File: src/rtl/subtractor_pkg.sv
// Shared definitions for the subtractor family: FSM encoding and default width.
package subtractor_pkg;

  localparam logic [1:0] ST_IDLE = 2'd0;
  localparam logic [1:0] ST_RUN  = 2'd1;
  localparam logic [1:0] ST_DONE = 2'd2;

  localparam int unsigned SUB_DEFAULT_WIDTH = 8;

  typedef enum logic [1:0] {
    S_IDLE = ST_IDLE,
    S_RUN  = ST_RUN,
    S_DONE = ST_DONE
  } sub_state_e;

  // Bit counter width: enough to index WIDTH bits, never below one bit.
  function automatic int unsigned cnt_width(input int unsigned w);
    return (w > 1) ? $clog2(w) : 1;
  endfunction

endpackage

File: src/rtl/serial_subtractor_ctrl_if.sv
// Start/busy/done handshake plus operand and result buses of the serial subtractor.
interface serial_subtractor_ctrl_if #(
  parameter int unsigned WIDTH = subtractor_pkg::SUB_DEFAULT_WIDTH
);

  logic             start;
  logic [WIDTH-1:0] a;
  logic [WIDTH-1:0] b;
  logic             busy;
  logic             done;
  logic [WIDTH-1:0] diff;
  logic             borrow_out;

  modport master (
    output start, a, b,
    input  busy, done, diff, borrow_out
  );

  modport slave (
    input  start, a, b,
    output busy, done, diff, borrow_out
  );

endinterface

File: src/rtl/full_subtractor.sv
// 1-bit full subtractor built from two half subtractors and an OR of their borrows.
module half_subtractor (
  input  logic a,
  input  logic b,
  output logic d,
  output logic bout
);

  assign d    = a ^ b;
  assign bout = ~a & b;

endmodule

module full_subtractor (
  input  logic a,
  input  logic b,
  input  logic bin,
  output logic d,
  output logic bout
);

  logic d1;
  logic b1;
  logic b2;

  half_subtractor u_hs0 (.a(a),  .b(b),   .d(d1), .bout(b1));
  half_subtractor u_hs1 (.a(d1), .b(bin), .d(d),  .bout(b2));

  assign bout = b1 | b2;

endmodule

File: src/rtl/serial_subtractor_ctrl.sv
// Bit-serial a - b: one full-subtractor cell stepped LSB first, one bit per clock.
module serial_subtractor_ctrl
  import subtractor_pkg::*;
#(
  parameter int unsigned WIDTH = SUB_DEFAULT_WIDTH
) (
  input  logic                       clk,
  input  logic                       rst,
  serial_subtractor_ctrl_if.slave    bus
);

  localparam int unsigned CW = cnt_width(WIDTH);

  sub_state_e       state;
  logic [CW-1:0]    cnt;
  logic [WIDTH-1:0] a_sr;
  logic [WIDTH-1:0] b_sr;
  logic [WIDTH-1:0] res_sr;
  logic             brw;
  logic             busy_q;
  logic             done_q;
  logic [WIDTH-1:0] diff_q;
  logic             borrow_q;

  logic             d;
  logic             bo;
  logic [WIDTH-1:0] res_next;

  full_subtractor u_cell (
    .a    (a_sr[0]),
    .b    (b_sr[0]),
    .bin  (brw),
    .d    (d),
    .bout (bo)
  );

  // Result shifts in from the MSB; a 1-bit result is just the cell output.
  if (WIDTH == 1) begin : g_res_w1
    assign res_next = d;
  end else begin : g_res_wn
    assign res_next = {d, res_sr[WIDTH-1:1]};
  end

  always_ff @(posedge clk) begin
    if (rst) begin
      state    <= S_IDLE;
      cnt      <= '0;
      a_sr     <= '0;
      b_sr     <= '0;
      res_sr   <= '0;
      brw      <= 1'b0;
      busy_q   <= 1'b0;
      done_q   <= 1'b0;
      diff_q   <= '0;
      borrow_q <= 1'b0;
    end else begin
      case (state)
        S_IDLE: begin
          done_q <= 1'b0;
          if (bus.start) begin
            a_sr   <= bus.a;
            b_sr   <= bus.b;
            res_sr <= '0;
            brw    <= 1'b0;
            cnt    <= '0;
            busy_q <= 1'b1;
            state  <= S_RUN;
          end
        end
        S_RUN: begin
          a_sr   <= a_sr >> 1;
          b_sr   <= b_sr >> 1;
          res_sr <= res_next;
          brw    <= bo;
          cnt    <= cnt + CW'(1);
          // Last bit: publish the result and borrow together with done.
          if (cnt == CW'(WIDTH - 1)) begin
            diff_q   <= res_next;
            borrow_q <= bo;
            busy_q   <= 1'b0;
            done_q   <= 1'b1;
            state    <= S_DONE;
          end
        end
        S_DONE: begin
          done_q <= 1'b0;
          state  <= S_IDLE;
        end
        default: begin
          busy_q <= 1'b0;
          done_q <= 1'b0;
          state  <= S_IDLE;
        end
      endcase
    end
  end

  assign bus.busy       = busy_q;
  assign bus.done       = done_q;
  assign bus.diff       = diff_q;
  assign bus.borrow_out = borrow_q;

endmodule

File: src/flat_wrapper.sv
// flat-port wrapper written by rule: the top's interface ports become plain ports
module serial_subtractor_ctrl_flat import subtractor_pkg::*;
#(
  parameter int unsigned WIDTH = SUB_DEFAULT_WIDTH
)
  (clk, rst, bus_start, bus_a, bus_b, bus_busy, bus_done, bus_diff, bus_borrow_out);
  serial_subtractor_ctrl_if #(.WIDTH(WIDTH)) bus_i ();
  input  logic clk;
  input  logic rst;
  input wire logic [$bits(bus_i.start)-1:0] bus_start;
  input wire logic [$bits(bus_i.a)-1:0] bus_a;
  input wire logic [$bits(bus_i.b)-1:0] bus_b;
  output wire logic [$bits(bus_i.busy)-1:0] bus_busy;
  output wire logic [$bits(bus_i.done)-1:0] bus_done;
  output wire logic [$bits(bus_i.diff)-1:0] bus_diff;
  output wire logic [$bits(bus_i.borrow_out)-1:0] bus_borrow_out;
  assign bus_i.start = bus_start;
  assign bus_i.a = bus_a;
  assign bus_i.b = bus_b;
  assign bus_busy = bus_i.busy;
  assign bus_done = bus_i.done;
  assign bus_diff = bus_i.diff;
  assign bus_borrow_out = bus_i.borrow_out;
  serial_subtractor_ctrl #(.WIDTH(WIDTH)) u_core (.clk(clk), .rst(rst), .bus(bus_i));
endmodule
File: config.mk
export PLATFORM = sky130hd
export DESIGN_NAME = serial_subtractor_ctrl_flat
export DESIGN_NICKNAME = d
export VERILOG_FILES = /design/src/rtl/subtractor_pkg.sv /design/src/rtl/serial_subtractor_ctrl_if.sv /design/src/rtl/full_subtractor.sv /design/src/rtl/serial_subtractor_ctrl.sv /design/src/flat_wrapper.sv
export SDC_FILE = /design/constraint.sdc
export NUM_CORES = 1
export LEC_CHECK = 0
export BUFFER_PORTS_ARGS = -buffer_cell sky130_fd_sc_hd__buf_2
export CORE_UTILIZATION = 30
export CTS_CLUSTER_DIAMETER = 200
export DETAILED_ROUTE_END_ITERATION = 10
export PLACE_DENSITY = 0.47
export SLEW_MARGIN = 20
export SYNTH_ARGS = -nofsm -noshare
export SYNTH_HDL_FRONTEND = slang
export SYNTH_SLANG_ARGS = --single-unit
export TNS_END_PERCENT = 50
File: constraint.sdc
create_clock -name clk -period 3.42 [get_ports clk]
set_input_delay 0.342 -clock clk [delete_from_list [all_inputs] [get_ports clk]]
set_output_delay 0.342 -clock clk [all_outputs]
set_load 0.005 [all_outputs]
==> run summary <==
========================================================================================================
Diodes inserted ...........................................................................            0
Share of final-layout standard cells stronger than drive strength 1 .......................       32.29%
Number of sinks on the clock net ..........................................................           40
Post-CTS clock slew at the launch and capture registers of the worst setup and hold paths .      0.07 ns
Worst min path class ...................................................................... primary input to flip-flop
Power share of the sequential group .......................................................        51.3%
Largest net degree at the start of global routing .........................................           34
Routed wire length ........................................................................     3.327 mm
Core area .................................................................................     5540 um2
Die Wd ....................................................................................     78.28 um
Initial cell density of the core ..........................................................       31.50%
Overall Global Routing Usage ..............................................................       12.62%
Number of max-slew violations in the final report .........................................            0
Residual antenna-violating net count after detailed routing ...............................            0
RSZ-0062 raised after global routing ......................................................           no
Worst Setup Path Type ..................................................................... flip-flop to flip-flop
Chip height ...............................................................................     78.28 um
Largest stage delay, worst path ...........................................................      0.55 ns
Synthesized area per cell .................................................................    10.45 um2
Library cell occupying the most area in the post-synthesis netlist ........................ sky130_fd_sc_hd__dfxtp_1
Critical Path Sink Type ...................................................................    flip-flop
Switch Pwr ................................................................................  0.0002284 W
Ratio of routed vias to standard cells ....................................................        4.697
Post-DP Area ..............................................................................     1864 um2
Top cells by area, synth .................................................................. sky130_fd_sc_hd__dfxtp_1, sky130_fd_sc_hd__a211oi_2, sky130_fd_sc_hd__mux2i_1, sky130_fd_sc_hd__nand2_1, sky130_fd_sc_hd__nor2_2
Gate power share ..........................................................................        10.5%
WL/cell ...................................................................................     12.60 um
Final Setup Violations ....................................................................            0
Total congestion overflow .................................................................            0
Slowest library cell on the worst path .................................................... sky130_fd_sc_hd__o21ba_4
Final instance area .......................................................................     1972 um2
H-tree depth ..............................................................................            2
Cell count after synthesis ................................................................          167
# resized after CTS .......................................................................            0
Max-capacitance violation count ...........................................................            0
Arrival time of data at the critical path endpoint ........................................      2.01 ns
DRC violations left .......................................................................            0
Clock Tree Buf Depth ......................................................................            2
Synthesized net count .....................................................................          189
Share of the clock period used by the worst path ..........................................       53.09%
Final-layout setup total negative slack ...................................................         0 ns
Clock network fraction of design power ....................................................        38.2%
Initial antenna violation count ...........................................................            0
Run status ................................................................................    completed
Upper clock frequency limit ...............................................................    550.8 MHz
First-iteration detailed-routing DRC count ................................................           70
Post-CTS setup buffer count ...............................................................            0
Leakage power total .......................................................................    0.7644 nW
Maximum ir drop on the vdd rail ...........................................................  0.0002020 V
Worst path cell trace ..................................................................... buf_4, o21ba_4, nor2_1, a211oi_1
Clock tree from TritonCTS .................................................................         done
Boundary pin count ........................................................................           30
Post-synthesis cell area ..................................................................     1745 um2
Power per standard cell area .............................................................. 495.6 nW/um2
Number of buffers added by the clock tree synthesis step ..................................            5
Standard-cell row count ...................................................................           27
Largest fanout on the critical path .......................................................           33
Most common library cell in the layout ignoring fill and taps ............................. sky130_fd_sc_hd__dfxtp_1
Yosys cell types ..........................................................................           34
Max-slew headroom .........................................................................       49.49%
Final Hold Viols ..........................................................................            0
Number of hold-repair buffers added at the cts stage ......................................            0
Required @ worst endpoint .................................................................      3.62 ns
Int Pwr ...................................................................................  0.0007489 W
Yosys top cell area share .................................................................       45.88%
Number of detailed-route iterations in the first pass .....................................            4
Buffers added on ports ....................................................................           29
Final Net Count ...........................................................................          213
Clock Latency Late Sink ...................................................................      0.29 ns
Kind of start point of the critical path ..................................................    flip-flop
Sum of net half-perimeters after detailed placement .......................................     2.306 mm
GP Congestion .............................................................................       0.6995
Largest clock skew in the final design ....................................................  0.002247 ns
Switching share of total power ............................................................       23.37%
Flops & latches, synth ....................................................................           40
Most used cells in the layout excluding fill and tap cells ................................ sky130_fd_sc_hd__dfxtp_1, sky130_fd_sc_hd__buf_2, sky130_fd_sc_hd__nand2_1, sky130_fd_sc_hd__mux2i_1, sky130_fd_sc_hd__a211oi_2
Final period demand of the worst path .....................................................     1.816 ns
Overall Power .............................................................................  0.0009773 W
Seq/Total Area, Yosys .....................................................................       45.88%
Area growth from synthesis to layout ......................................................       12.97%
Least-Margin Pin Slew .....................................................................    0.7576 ns
Clock tree root buffer cell ............................................................... sky130_fd_sc_hd__clkbuf_8
Worst hold slack after final layout .......................................................    0.3197 ns
Vias post-DR ..............................................................................         1240
Flop2flop setup slack .....................................................................      1.60 ns
Global-route wire length before repair ....................................................     5.947 mm
Die ar. ...................................................................................     6127 um2
Synth warn ................................................................................            0
Via count of the first global-routing pass ................................................         1267
========================================================================================================
worst max-delay path, delay by kind of cell, from the launching register on:
family / cells / cell delay, ns
AND/OR/NAND/NOR: 1 / 0.10
AO/OA/AOI/OAI: 2 / 0.78
buffers and inverters: 1 / 0.34
flip-flops: 1 / 0.49
per-layer routing:
metal | part of all wire, % | global-route usage [%] | vias to the layer above
li1 | - | - | 635
met1 | 45 | 14.93 | 576
met2 | 49 | 21.23 | 25
met3 | 3.9 | 3.488 | 4
met4 | 1.7 | 5.556 | 0
met5 | 0 | 0 | -
layout make-up:
cell class	count	area (um2)
Multi-Input combinational cell	108	798.3
Inverter	6	22.52
Fill cell	578	3568
Clock inverter	2	35.03
Sequential cell	40	800.8
Tap cell	72	90.09
Timing Repair Buffer	30	152.6
Clock buffer	6	72.57
registers in the layout (all words and copies together), names as in the netlist, 2 cells and up:
register / cells
u_core.a_sr: 8
u_core.cnt: 3
u_core.b_sr: 8
u_core.res_sr: 7
u_core.state: 2
u_core.bus.diff: 8
worst paths after layout:
check	startpoint	cells past startpoint	endpoint
max	u_core.state[0]	4	u_core.a_sr[1]
min	bus_a[7]	3	u_core.a_sr[7]
max reg2reg	u_core.state[0]	4	u_core.a_sr[1]
min reg2reg	u_core.bus.diff[4]	2	u_core.bus.diff[4]
cells in the mapped netlist:
cell                         n
sky130_fd_sc_hd__a211oi_1    3
sky130_fd_sc_hd__a211oi_2   12
sky130_fd_sc_hd__a21oi_1    10
sky130_fd_sc_hd__a31o_2      1
sky130_fd_sc_hd__a32o_1      5
sky130_fd_sc_hd__and2_1      1
sky130_fd_sc_hd__and3b_1     1
sky130_fd_sc_hd__buf_12      2
sky130_fd_sc_hd__buf_2       4
sky130_fd_sc_hd__buf_4       1
sky130_fd_sc_hd__buf_6       3
sky130_fd_sc_hd__buf_8       1
sky130_fd_sc_hd__clkbuf_1    2
sky130_fd_sc_hd__clkinv_1    1
sky130_fd_sc_hd__dfxtp_1    40
sky130_fd_sc_hd__fa_1        1
sky130_fd_sc_hd__ha_1        2
sky130_fd_sc_hd__inv_1       5
sky130_fd_sc_hd__mux2i_1    15
sky130_fd_sc_hd__nand2_1    19
sky130_fd_sc_hd__nand2b_1    1
sky130_fd_sc_hd__nand3b_1    3
sky130_fd_sc_hd__nor2_1      7
sky130_fd_sc_hd__nor2_2     11
sky130_fd_sc_hd__nor2b_1     1
sky130_fd_sc_hd__nor3_1      3
sky130_fd_sc_hd__o21a_1      1
sky130_fd_sc_hd__o21ai_0     3
sky130_fd_sc_hd__o21ba_4     1
sky130_fd_sc_hd__o22ai_1     3
sky130_fd_sc_hd__o2bb2ai_1   1
sky130_fd_sc_hd__o32ai_1     1
sky130_fd_sc_hd__o41ai_1     1
sky130_fd_sc_hd__or2_0       1
cell families (layout without fill, tap and decap cells):
logic type	after synthesis	in the layout	share of synthesized area, %
mux	15	15	8.602
compound gates	42	42	20.93
simple gates	48	48	13.62
fa+ha+maj	3	3	2.580
buf+inv	19	44	8.387
flops	40	40	45.88
power groups by stage:
stage / registers (W) / clock network (W) / logic, W
final: 0.000501 / 0.000373 / 0.000103
after detailed placement: 0.000512 / 0 / 0.000105
after floorplan: 0.000509 / 0 / 0.0000914
after CTS: 0.000501 / 0.000387 / 0.000105
after global routing: 0.000504 / 0.000413 / 0.000115
after global placement: 0.000511 / 0 / 0.000101
metrics by stage:
step,setup WS [ns],instances,util [%]
final,1.604,264,35.59
after global placement,1.565,256,33.65
after floorplan,2.115,167,-
after global routing,1.475,264,35.59
after CTS,1.585,264,35.59
after detailed placement,1.507,256,33.65
(Power assumes the default switching activity.)
